--- src/rtl/seq_mult_stream.sv ---
// Digit-serial P-bit multiplier: one partial product per cycle, product streamed
// LSB-first as 2N/P digits over a valid/ready handshake.
module seq_mult_stream #(
  parameter int P         = 2,
  parameter int MAX_WIDTH = 16
) (
  input  logic                       clk,
  input  logic                       rst_n,
  input  logic                       in_valid,
  output logic                       in_ready,
  input  logic [MAX_WIDTH-1:0]       a,
  input  logic [MAX_WIDTH-1:0]       b,
  input  logic [$clog2(MAX_WIDTH):0] bitsize,
  input  logic                       signed_mode,
  output logic                       out_valid,
  input  logic                       out_ready,
  output logic [P-1:0]               p,
  output logic                       out_last,
  output logic                       done,
  output logic                       err
);

  localparam int DM    = MAX_WIDTH / P;
  localparam int DW    = $clog2(DM);
  localparam int KW    = DW + 1;
  localparam int BSW   = $clog2(MAX_WIDTH) + 1;
  localparam int LP    = $clog2(P);
  localparam int PPW   = 2 * P + 2;
  localparam int ACC_W = 2 * P + $clog2(DM) + 1;

  typedef enum logic [1:0] {S_IDLE, S_MAC, S_EMIT} state_t;

  state_t                    r_state, w_state_next;
  logic [MAX_WIDTH-1:0]      r_a, r_b;
  logic                      r_signed;
  logic [DW-1:0]             r_dm1, r_i, r_j;
  logic [KW-1:0]             r_k;
  logic signed [ACC_W-1:0]   r_acc;
  logic                      r_done, r_err;

  logic [P-1:0]              w_a_digs [DM];
  logic [P-1:0]              w_b_digs [DM];
  logic [P-1:0]              w_a_dig, w_b_dig;
  logic signed [P:0]         w_a_ext, w_b_ext;
  logic signed [PPW-1:0]     w_pp;
  logic signed [ACC_W-1:0]   w_pp_ext;
  logic                      w_illegal, w_col_last;
  logic [DW-1:0]             w_dm1_in, w_ilo_next, w_j_next;
  logic [KW-1:0]             w_k_next, w_kmax;

  generate
    for (genvar gi = 0; gi < DM; gi++) begin : g_digits
      assign w_a_digs[gi] = r_a[gi*P +: P];
      assign w_b_digs[gi] = r_b[gi*P +: P];
    end
  endgenerate

  // Only the top digit of a signed operand carries negative weight.
  assign w_a_dig  = w_a_digs[r_i];
  assign w_b_dig  = w_b_digs[r_j];
  assign w_a_ext  = {r_signed & (r_i == r_dm1) & w_a_dig[P-1], w_a_dig};
  assign w_b_ext  = {r_signed & (r_j == r_dm1) & w_b_dig[P-1], w_b_dig};
  assign w_pp     = PPW'(w_a_ext) * PPW'(w_b_ext);
  assign w_pp_ext = ACC_W'(w_pp);

  assign w_illegal = (bitsize == '0) || (bitsize > BSW'(MAX_WIDTH)) ||
                     ((bitsize & BSW'(P - 1)) != '0);
  assign w_dm1_in  = DW'((bitsize >> LP) - BSW'(1));

  // Column k walks i upward / j downward until either hits its bound.
  assign w_col_last = (r_i == r_dm1) || (r_j == '0);
  assign w_kmax     = {r_dm1, 1'b1};
  assign w_k_next   = r_k + KW'(1);
  assign w_ilo_next = (w_k_next > {1'b0, r_dm1}) ? DW'(w_k_next - {1'b0, r_dm1}) : '0;
  assign w_j_next   = DW'(w_k_next - {1'b0, w_ilo_next});

  assign done = r_done;
  assign err  = r_err;

  always_ff @(posedge clk) begin
    if (rst_n) r_state <= S_IDLE;
    else       r_state <= w_state_next;
  end

  always_comb begin
    w_state_next = r_state;
    in_ready     = 1'b0;
    out_valid    = 1'b0;
    out_last     = 1'b0;
    p            = '0;
    case (r_state)
      S_IDLE: begin
        in_ready = 1'b1;
        if (in_valid && !w_illegal) w_state_next = S_MAC;
      end
      S_MAC: begin
        if (w_col_last) w_state_next = S_EMIT;
      end
      S_EMIT: begin
        out_valid = 1'b1;
        p         = r_acc[P-1:0];
        out_last  = (r_k == w_kmax);
        if (out_ready) begin
          if (r_k == w_kmax)          w_state_next = S_IDLE;
          else if (w_k_next != w_kmax) w_state_next = S_MAC;
        end
      end
      default: w_state_next = S_IDLE;
    endcase
  end

  always_ff @(posedge clk) begin
    if (rst_n) begin
      r_a      <= '0;
      r_b      <= '0;
      r_signed <= 1'b0;
      r_dm1    <= '0;
      r_i      <= '0;
      r_j      <= '0;
      r_k      <= '0;
      r_acc    <= '0;
      r_done   <= 1'b0;
      r_err    <= 1'b0;
    end else begin
      r_done <= 1'b0;
      r_err  <= 1'b0;
      case (r_state)
        S_IDLE: begin
          if (in_valid) begin
            if (w_illegal) begin
              r_done <= 1'b1;
              r_err  <= 1'b1;
            end else begin
              r_a      <= a;
              r_b      <= b;
              r_signed <= signed_mode;
              r_dm1    <= w_dm1_in;
              r_i      <= '0;
              r_j      <= '0;
              r_k      <= '0;
              r_acc    <= '0;
            end
          end
        end
        S_MAC: begin
          r_acc <= r_acc + w_pp_ext;
          if (!w_col_last) begin
            r_i <= r_i + DW'(1);
            r_j <= r_j - DW'(1);
          end
        end
        S_EMIT: begin
          if (out_ready) begin
            r_acc <= r_acc >>> P;
            if (r_k == w_kmax) begin
              r_done <= 1'b1;
            end else begin
              r_k <= w_k_next;
              r_i <= w_ilo_next;
              r_j <= w_j_next;
            end
          end
        end
        default: ;
      endcase
    end
  end

endmodule

--- config.mk ---
export PLATFORM = sky130hd
export DESIGN_NAME = seq_mult_stream
export DESIGN_NICKNAME = d
export VERILOG_FILES = /design/src/rtl/seq_mult_stream.sv
export SDC_FILE = /design/constraint.sdc
export NUM_CORES = 1
export LEC_CHECK = 0
export ABC_AREA = 1
export CORE_MARGIN = 4
export CORE_UTILIZATION = 35
export DETAILED_ROUTE_END_ITERATION = 10
export PLACE_DENSITY = 0.53
export SLEW_MARGIN = 20
export SYNTH_ARGS = -nofsm -noshare
export SYNTH_HDL_FRONTEND = slang
export SYNTH_SLANG_ARGS = --single-unit
--- constraint.sdc ---
create_clock -name clk -period 4.7 [get_ports clk]
set_input_delay 0.47 -clock clk [delete_from_list [all_inputs] [get_ports clk]]
set_output_delay 0.47 -clock clk [all_outputs]
set_load 0.01 [all_outputs]
# Yosys cells after proc, flatten, opt, wreduce, memory -nomap -nowiden
# Cells that the tools add are included.
# word_totals
register_bits	58
in_bits	42
wordCells	106
# classes
addsub	7
n_mul	1
order_cmp	4
eq_ne	14
n_mux	41
n_bitwise	9
n_reduce_logical	18
# op_table
op	n
two-way mux 3 bit	9
case mux 8 bit (3 select lines)	1
two-way mux 2 bit	10
case mux 3 bit (3 select lines)	2
two-way mux 4 bit	4
two-way mux 8 bit	2
inequality test 2 bit (second input constant)	7
binary-select mux 2 bit (select 3 bit)	2
AND reduction 4 bit	3
adder 8 x 6 -> 8 bit	1
greater-or-equal comparator 4 bit (second input constant)	2
inverter 3 -> 4 bit	2
case mux 4 bit (2 select lines)	1
two-way mux 1 bit	7
two-way mux 7 bit	1
equality test 3 bit	2
multiplier 3 x 3 -> 6 bit	1
case mux 2 bit (3 select lines)	1
AND reduction 6 bit	1
subtractor 3 x 1 -> 3 bit (second input constant)	2
subtractor 3 bit	2
greater-than comparator 5 bit (second input constant)	1
logical NOT 5 bit	1
AND reduction 5 bit	1
other kinds (20)	28

# Longest topological paths before layout
# Gate-level depths: netlist of run 1.
# logic_depth
ltp_word	8
depth_mapped	24
depth_no_buf	23

# Worst setup path after synthesis of run 1
# Ideal clock, no wire load.
# synth_path
kind	reg2reg
from	reg r_i[1]
to	reg r_acc[6]
setup_ps	70
t_arrival_ps	4134
slack_ps	496
stages_incl_launch_ff	24
path_buffers	1
synth_period_minus_slack_ps	4204
path_cell_list	dfxtp_1 > buf_4 > inv_1 > a21oi_1 > o21ai_0 > nand2_1 > inv_1 > o21ai_2 > nand2_1 > nor2_1 > inv_1 > fa_1 > fa_1 > inv_1 > fa_1 > ha_1 > fa_1 > nand2_1 > nand2_1 > a21oi_1 > nor2_1 > o21ai_0 > nand2_1 > a21oi_1
# synth_between
elab_chain_len	8
elab_cells_between_ends	10
# synth_lines
element	line	rtl
start, declared	36	logic [DW-1:0] r_dm1, r_i, r_j;
start signal, assigned	148	r_i <= r_i + DW'(1);
start signal, assigned	159	r_i <= w_ilo_next;
inverter 3 -> 4 bit (not written as such)	59	assign w_a_dig = w_a_digs[r_i];
binary-select mux 2 bit (select 3 bit)	59	
two-way mux 2 bit (not written as such) (2 in a row)	59	
AND 1 bit	61	assign w_a_ext = {r_signed & (r_i == r_dm1) & w_a_dig[P-1], w_a_dig};
multiplier 3 x 3 -> 6 bit (*)	63	assign w_pp = PPW'(w_a_ext) * PPW'(w_b_ext);
adder 8 x 6 -> 8 bit (*)	146	r_acc <= r_acc + w_pp_ext;
case mux 8 bit (3 select lines) (*)	127	case (r_state)
end signal, assigned	146	
end signal, assigned	154	r_acc <= r_acc >>> P;
end, declared	38	logic signed [ACC_W-1:0] r_acc;
# Every way passes the cells marked *; elsewhere a longest branch is shown, timed or not. The select of a mux whose other input is x is not followed.
# A chain may end at the register's enable or synchronous reset.

# Final worst setup path of run 1
# layout_path
from	reg r_j[0]
to	reg r_acc[7]
# layout_between
elab_chain_len	8
elab_cells_between_ends	10
# layout_lines
element	line	rtl
start, declared	36	
start signal, assigned	149	r_j <= r_j - DW'(1);
start signal, assigned	160	r_j <= w_j_next;
inverter 3 -> 4 bit (not written as such)	60	assign w_b_dig = w_b_digs[r_j];
binary-select mux 2 bit (select 3 bit)	60	
two-way mux 2 bit (not written as such) (2 in a row)	60	
AND 1 bit	62	assign w_b_ext = {r_signed & (r_j == r_dm1) & w_b_dig[P-1], w_b_dig};
multiplier 3 x 3 -> 6 bit (*)	63	
adder 8 x 6 -> 8 bit (*)	146	
case mux 8 bit (3 select lines) (*)	127	
# Marks and branches as above.

==> results of run 1 <==
[power by group through the flow]
stage	sequential (mW)	combinational (mW)	clock, mW
after floorplan	0.592	0.439	0
after global placement	0.606	0.599	0
after detailed placement	0.607	0.603	0
after CTS	0.595	0.606	0.525
after global routing	0.604	0.699	0.549
final	0.596	0.612	0.511
[flip-flops by register name, summed over array words and instances (netlist names)]
register and flops:
r_acc 8, err 1, r_b 16, r_i 3
r_k 4, r_dm1 3, r_a 16, r_signed 1
r_j 3, done 1, r_state 2
[worst reg2reg max path: stages (launching register included)]
cell	delay, ps
dfxtp_4	380
clkbuf_2	150
o21ai_0	210
nand2_1	70
o21ai_1	210
inv_1	90
nand2_1	120
a21oi_1	90
fa_1	580
inv_1	130
fa_1	530
inv_1	50
ha_1	290
ha_1	350
a21oi_1	260
inv_1	70
nand2_1	60
nand3_1	90
or2_2	290
nand3_1	80
a21oi_1	50
[cell families after synthesis]
family	share of synthesized area
adder cells (fa/ha/maj)	0.1468
flip-flops	0.3013
AO/OA/AOI/OAI	0.1903
AND/OR/NAND/NOR	0.2263
buffers and inverters	0.1149
XOR/XNOR	0.02045
[layout by cell type (no fill, tap or decap), types with 2 or more instances in the layout]
cell type,instances
nand3b_1,2
a21oi_1,63
buf_4,6
nand3_2,4
nand4_1,4
bufinv_16,2
nor2_2,4
dfxtp_2,2
nand2_1,114
xnor2_1,5
xor2_1,4
dfxtp_4,2
o21ai_0,67
inv_1,80
nand2_2,2
inv_2,9
dfxtp_1,54
nand3_1,17
clkbuf_8,9
clkinv_2,2
ha_1,25
o21ai_1,3
o22ai_1,3
clkinvlp_4,3
clkdlybuf4s50_1,48
fa_1,12
nor2_1,57
or2_2,2
[final cells by class]
cell class / instances / area, µm²
clock buffers: 9 / 123.9
well taps: 140 / 175.2
repair inverters: 1 / 5.005
repair buffers: 55 / 530.5
clock inverters: 7 / 93.84
fillers: 1087 / 6086
flip-flops and latches: 58 / 1171
multi-input cells: 398 / 2262
inverters: 91 / 345.3
[per-stage QoR]
| stage | setup WS [ps] | hold slack, ps | cell area (µm²) | total power [mW] | utilization |
|---|---|---|---|---|---|
| final | 414.3 | 462.0 | 4707 | 1.719 | 0.4361 |
| after global routing | -0.7638 | 479.8 | 4707 | 1.852 | 0.4361 |
| after CTS | 110.7 | 467.4 | 4656 | 1.726 | 0.4314 |
| after detailed placement | 108.3 | 453.6 | 4438 | 1.210 | 0.4112 |
| after global placement | 294.4 | 450.6 | 4438 | 1.205 | 0.4112 |
| after floorplan | 496.2 | 433.9 | 3854 | 1.031 | - |
[routing by layer]
metal	vias up	global-route usage
met2	73	0.2646
met5	-	0
met1	1667	0.2026
met4	0	0.05128
li1	1902	-
met3	10	0.02620
[how the worst max path moves through the flow]
| stage | start | to | slack [ps] | cells past startpoint |
|---|---|---|---|---|
| after floorplan | r_i[1] | r_acc[6] | 500 | 23 |
| after global placement | r_j[0] | r_acc[6] | 290 | 22 |
| after detailed placement | r_j[0] | r_acc[6] | 110 | 22 |
| after CTS | r_j[0] | r_acc[6] | 110 | 22 |
| after global routing | r_j[0] | r_acc[6] | -0.8 | 22 |
| final | r_j[0] | r_acc[7] | 410 | 20 |
[cell usage after synthesis, drive strengths merged]
library cell	number	area share
nand3b	2	0.0039
nor2	61	0.061
a21o	1	0.0019
inv	91	0.089
fa	12	0.062
nand3	21	0.032
nand4	4	0.0065
xnor2	5	0.011
xor2	4	0.0091
nor3	1	0.0013
nand2	116	0.11
buf	11	0.017
a32oi	1	0.0023
a31oi	1	0.0016
and2	1	0.0016
ha	26	0.084
o22ai	3	0.0049
or2	3	0.0049
o21ai	72	0.095
a21oi	64	0.084
dfxtp	58	0.30
clkbuf	10	0.0097
[timing repair]
item / in CTS / in global routing
hold buffers: 0 / 0
endpoints found under the hold margin: 0 / 0
setup endpoints to repair: 0 / 4
resized for setup: 0 / 11
setup buffers: 0 / 3
==> run summary, run 1 <==
routed vias: 3652
gp weighted congestion: 0.8538
Clk pin slew, worst setup/hold paths: 70 ps
VDD IR-drop max: 0.1601 mV
CP delay by family, top: adder cells
worst-case hold path end point: r_b[10]
Num CTS Buffers: 9
post-synthesis net count: 648
hpwl dp: 7.536 mm
wl on met1: 4.537 mm
H-tree levels: 3
number of buffer and inverter stages on the critical path: 5
Seq/Total Area, Yosys: 0.3013
flop-to-flop setup slack: 410 ps
Antenna Cells: 0
FF+latch count, synth: 58
final antenna-violating net count: 0
Netlist cell types: 32
crit path kind: reg2reg
min-delay worst type: reg2reg
Ys Warns: 0
drt drc: 0
core area: 10790 µm²
Final Hold Viols: 0
# placed instances: 739
Critical Path AT: 4470 ps
sw frac: 0.3727
Slew @ Worst Pin: 1052 ps
max-slew violations: 0
initial core utilization: 0.3571
Max Used Layer: met4
Final nets: 694
largest net degree at the start of global routing: 53
GRT overflow: 0
Iter 0 DRT Violations: 206
final period utilization: 0.9118
Via density: 4.812
vias in the first global route: 3444
Crit Reg-Reg Endpoint: r_acc[7]
worst hold path depth: 2
Comb pwr share: 0.356
routed wire length per instance: 12.95 µm
crit end category: register
Max-Cap Viols: 0
die height: 112.9 µm
TritonCTS clock tree: built
HP Start: r_b[10]
Pint: 1.078 mW
slew margin rel.: 0.2941
GRT Overall Usage: 0.1563
P per Cell Area: 365.2 nW/µm²
Flop pwr share: 0.347
reg2reg start: r_j[0]
Post-Layout Cell Count: 759
Boundary Pins: 49
met2 WL: 4.776 mm
power share of the clock group: 0.297
clk buf depth: 2
Final Setup Violations: 0
Final Routed Wirelength: 9.831 mm
share of layout cells above drive strength 1: 0.08724
switching power total: 0.6406 mW
CTS Sinks: 58
crit path cell chain: clkbuf_2 > o21ai_0 > nand2_1 > o21ai_1 > inv_1 > nand2_1 > a21oi_1 > fa_1 > inv_1 > fa_1 > inv_1 > ha_1 > ha_1 > a21oi_1 > inv_1 > nand2_1 > nand3_1 > or2_2 > nand3_1 > a21oi_1
Critical Path RT: 4880 ps
Peak Freq: 0.2333 GHz
Horiz. Die Dim: 112.9 µm
Worst-Skew Late Latency: 330 ps
die area: 12750 µm²
IO Port Bufs: 48
Synth-to-Final Area Change: 22.14%
initial antenna violation count: 0
post-synthesis cell area: 3854 µm²
met3 routed WL: 397 µm
Setup TNS Final: 0 ps
first-pass GRT wire length: 16.16 mm
DRT Pass-1 Iters: 4
static leakage: 2.094 nW
CTS Root Cell: clkbuf_8
CP max stage cell: fa_1
crit path max fanout: 7
status: complete, no violations
Synth Instances: 568
crit path time final: 4286 ps
crit start category: register
CP peak stage delay: 570 ps
cells on worst reg2reg path: 20
clk_skew: 8.401 ps
# rows: 38
syn_area_per_cell: 6.785 µm²
CP most frequent cell: inv_1
(Power assumes the default switching activity.)
==> run 2, diff against run 1 <==
==> constraint.sdc (replaced) <==
create_clock -name clk -period 4.7 [get_ports clk]
set_input_delay 0.47 -clock clk [delete_from_list [all_inputs] [get_ports clk]]
set_output_delay 0.47 -clock clk [all_outputs]
set_load 0.05 [all_outputs]
==> results of run 2 <==
The final DEF is identical to that of run 1. Status: complete, no violations.
Main changes from that run: total power 1.719 mW -> 1.752 mW
==> run 3, diff against run 2 <==
--- a/config.mk
+++ b/config.mk
@@ -8,6 +8,7 @@
 export ABC_AREA = 1
 export CORE_MARGIN = 4
 export CORE_UTILIZATION = 35
+export CTS_BUF_LIST = sky130_fd_sc_hd__clkbuf_8
 export DETAILED_ROUTE_END_ITERATION = 10
 export PLACE_DENSITY = 0.53
 export SLEW_MARGIN = 20
==> results of run 3 <==
The final DEF is identical to that of run 1. Status: complete, no violations.
Main changes from that run: total power 1.719 mW -> 1.752 mW
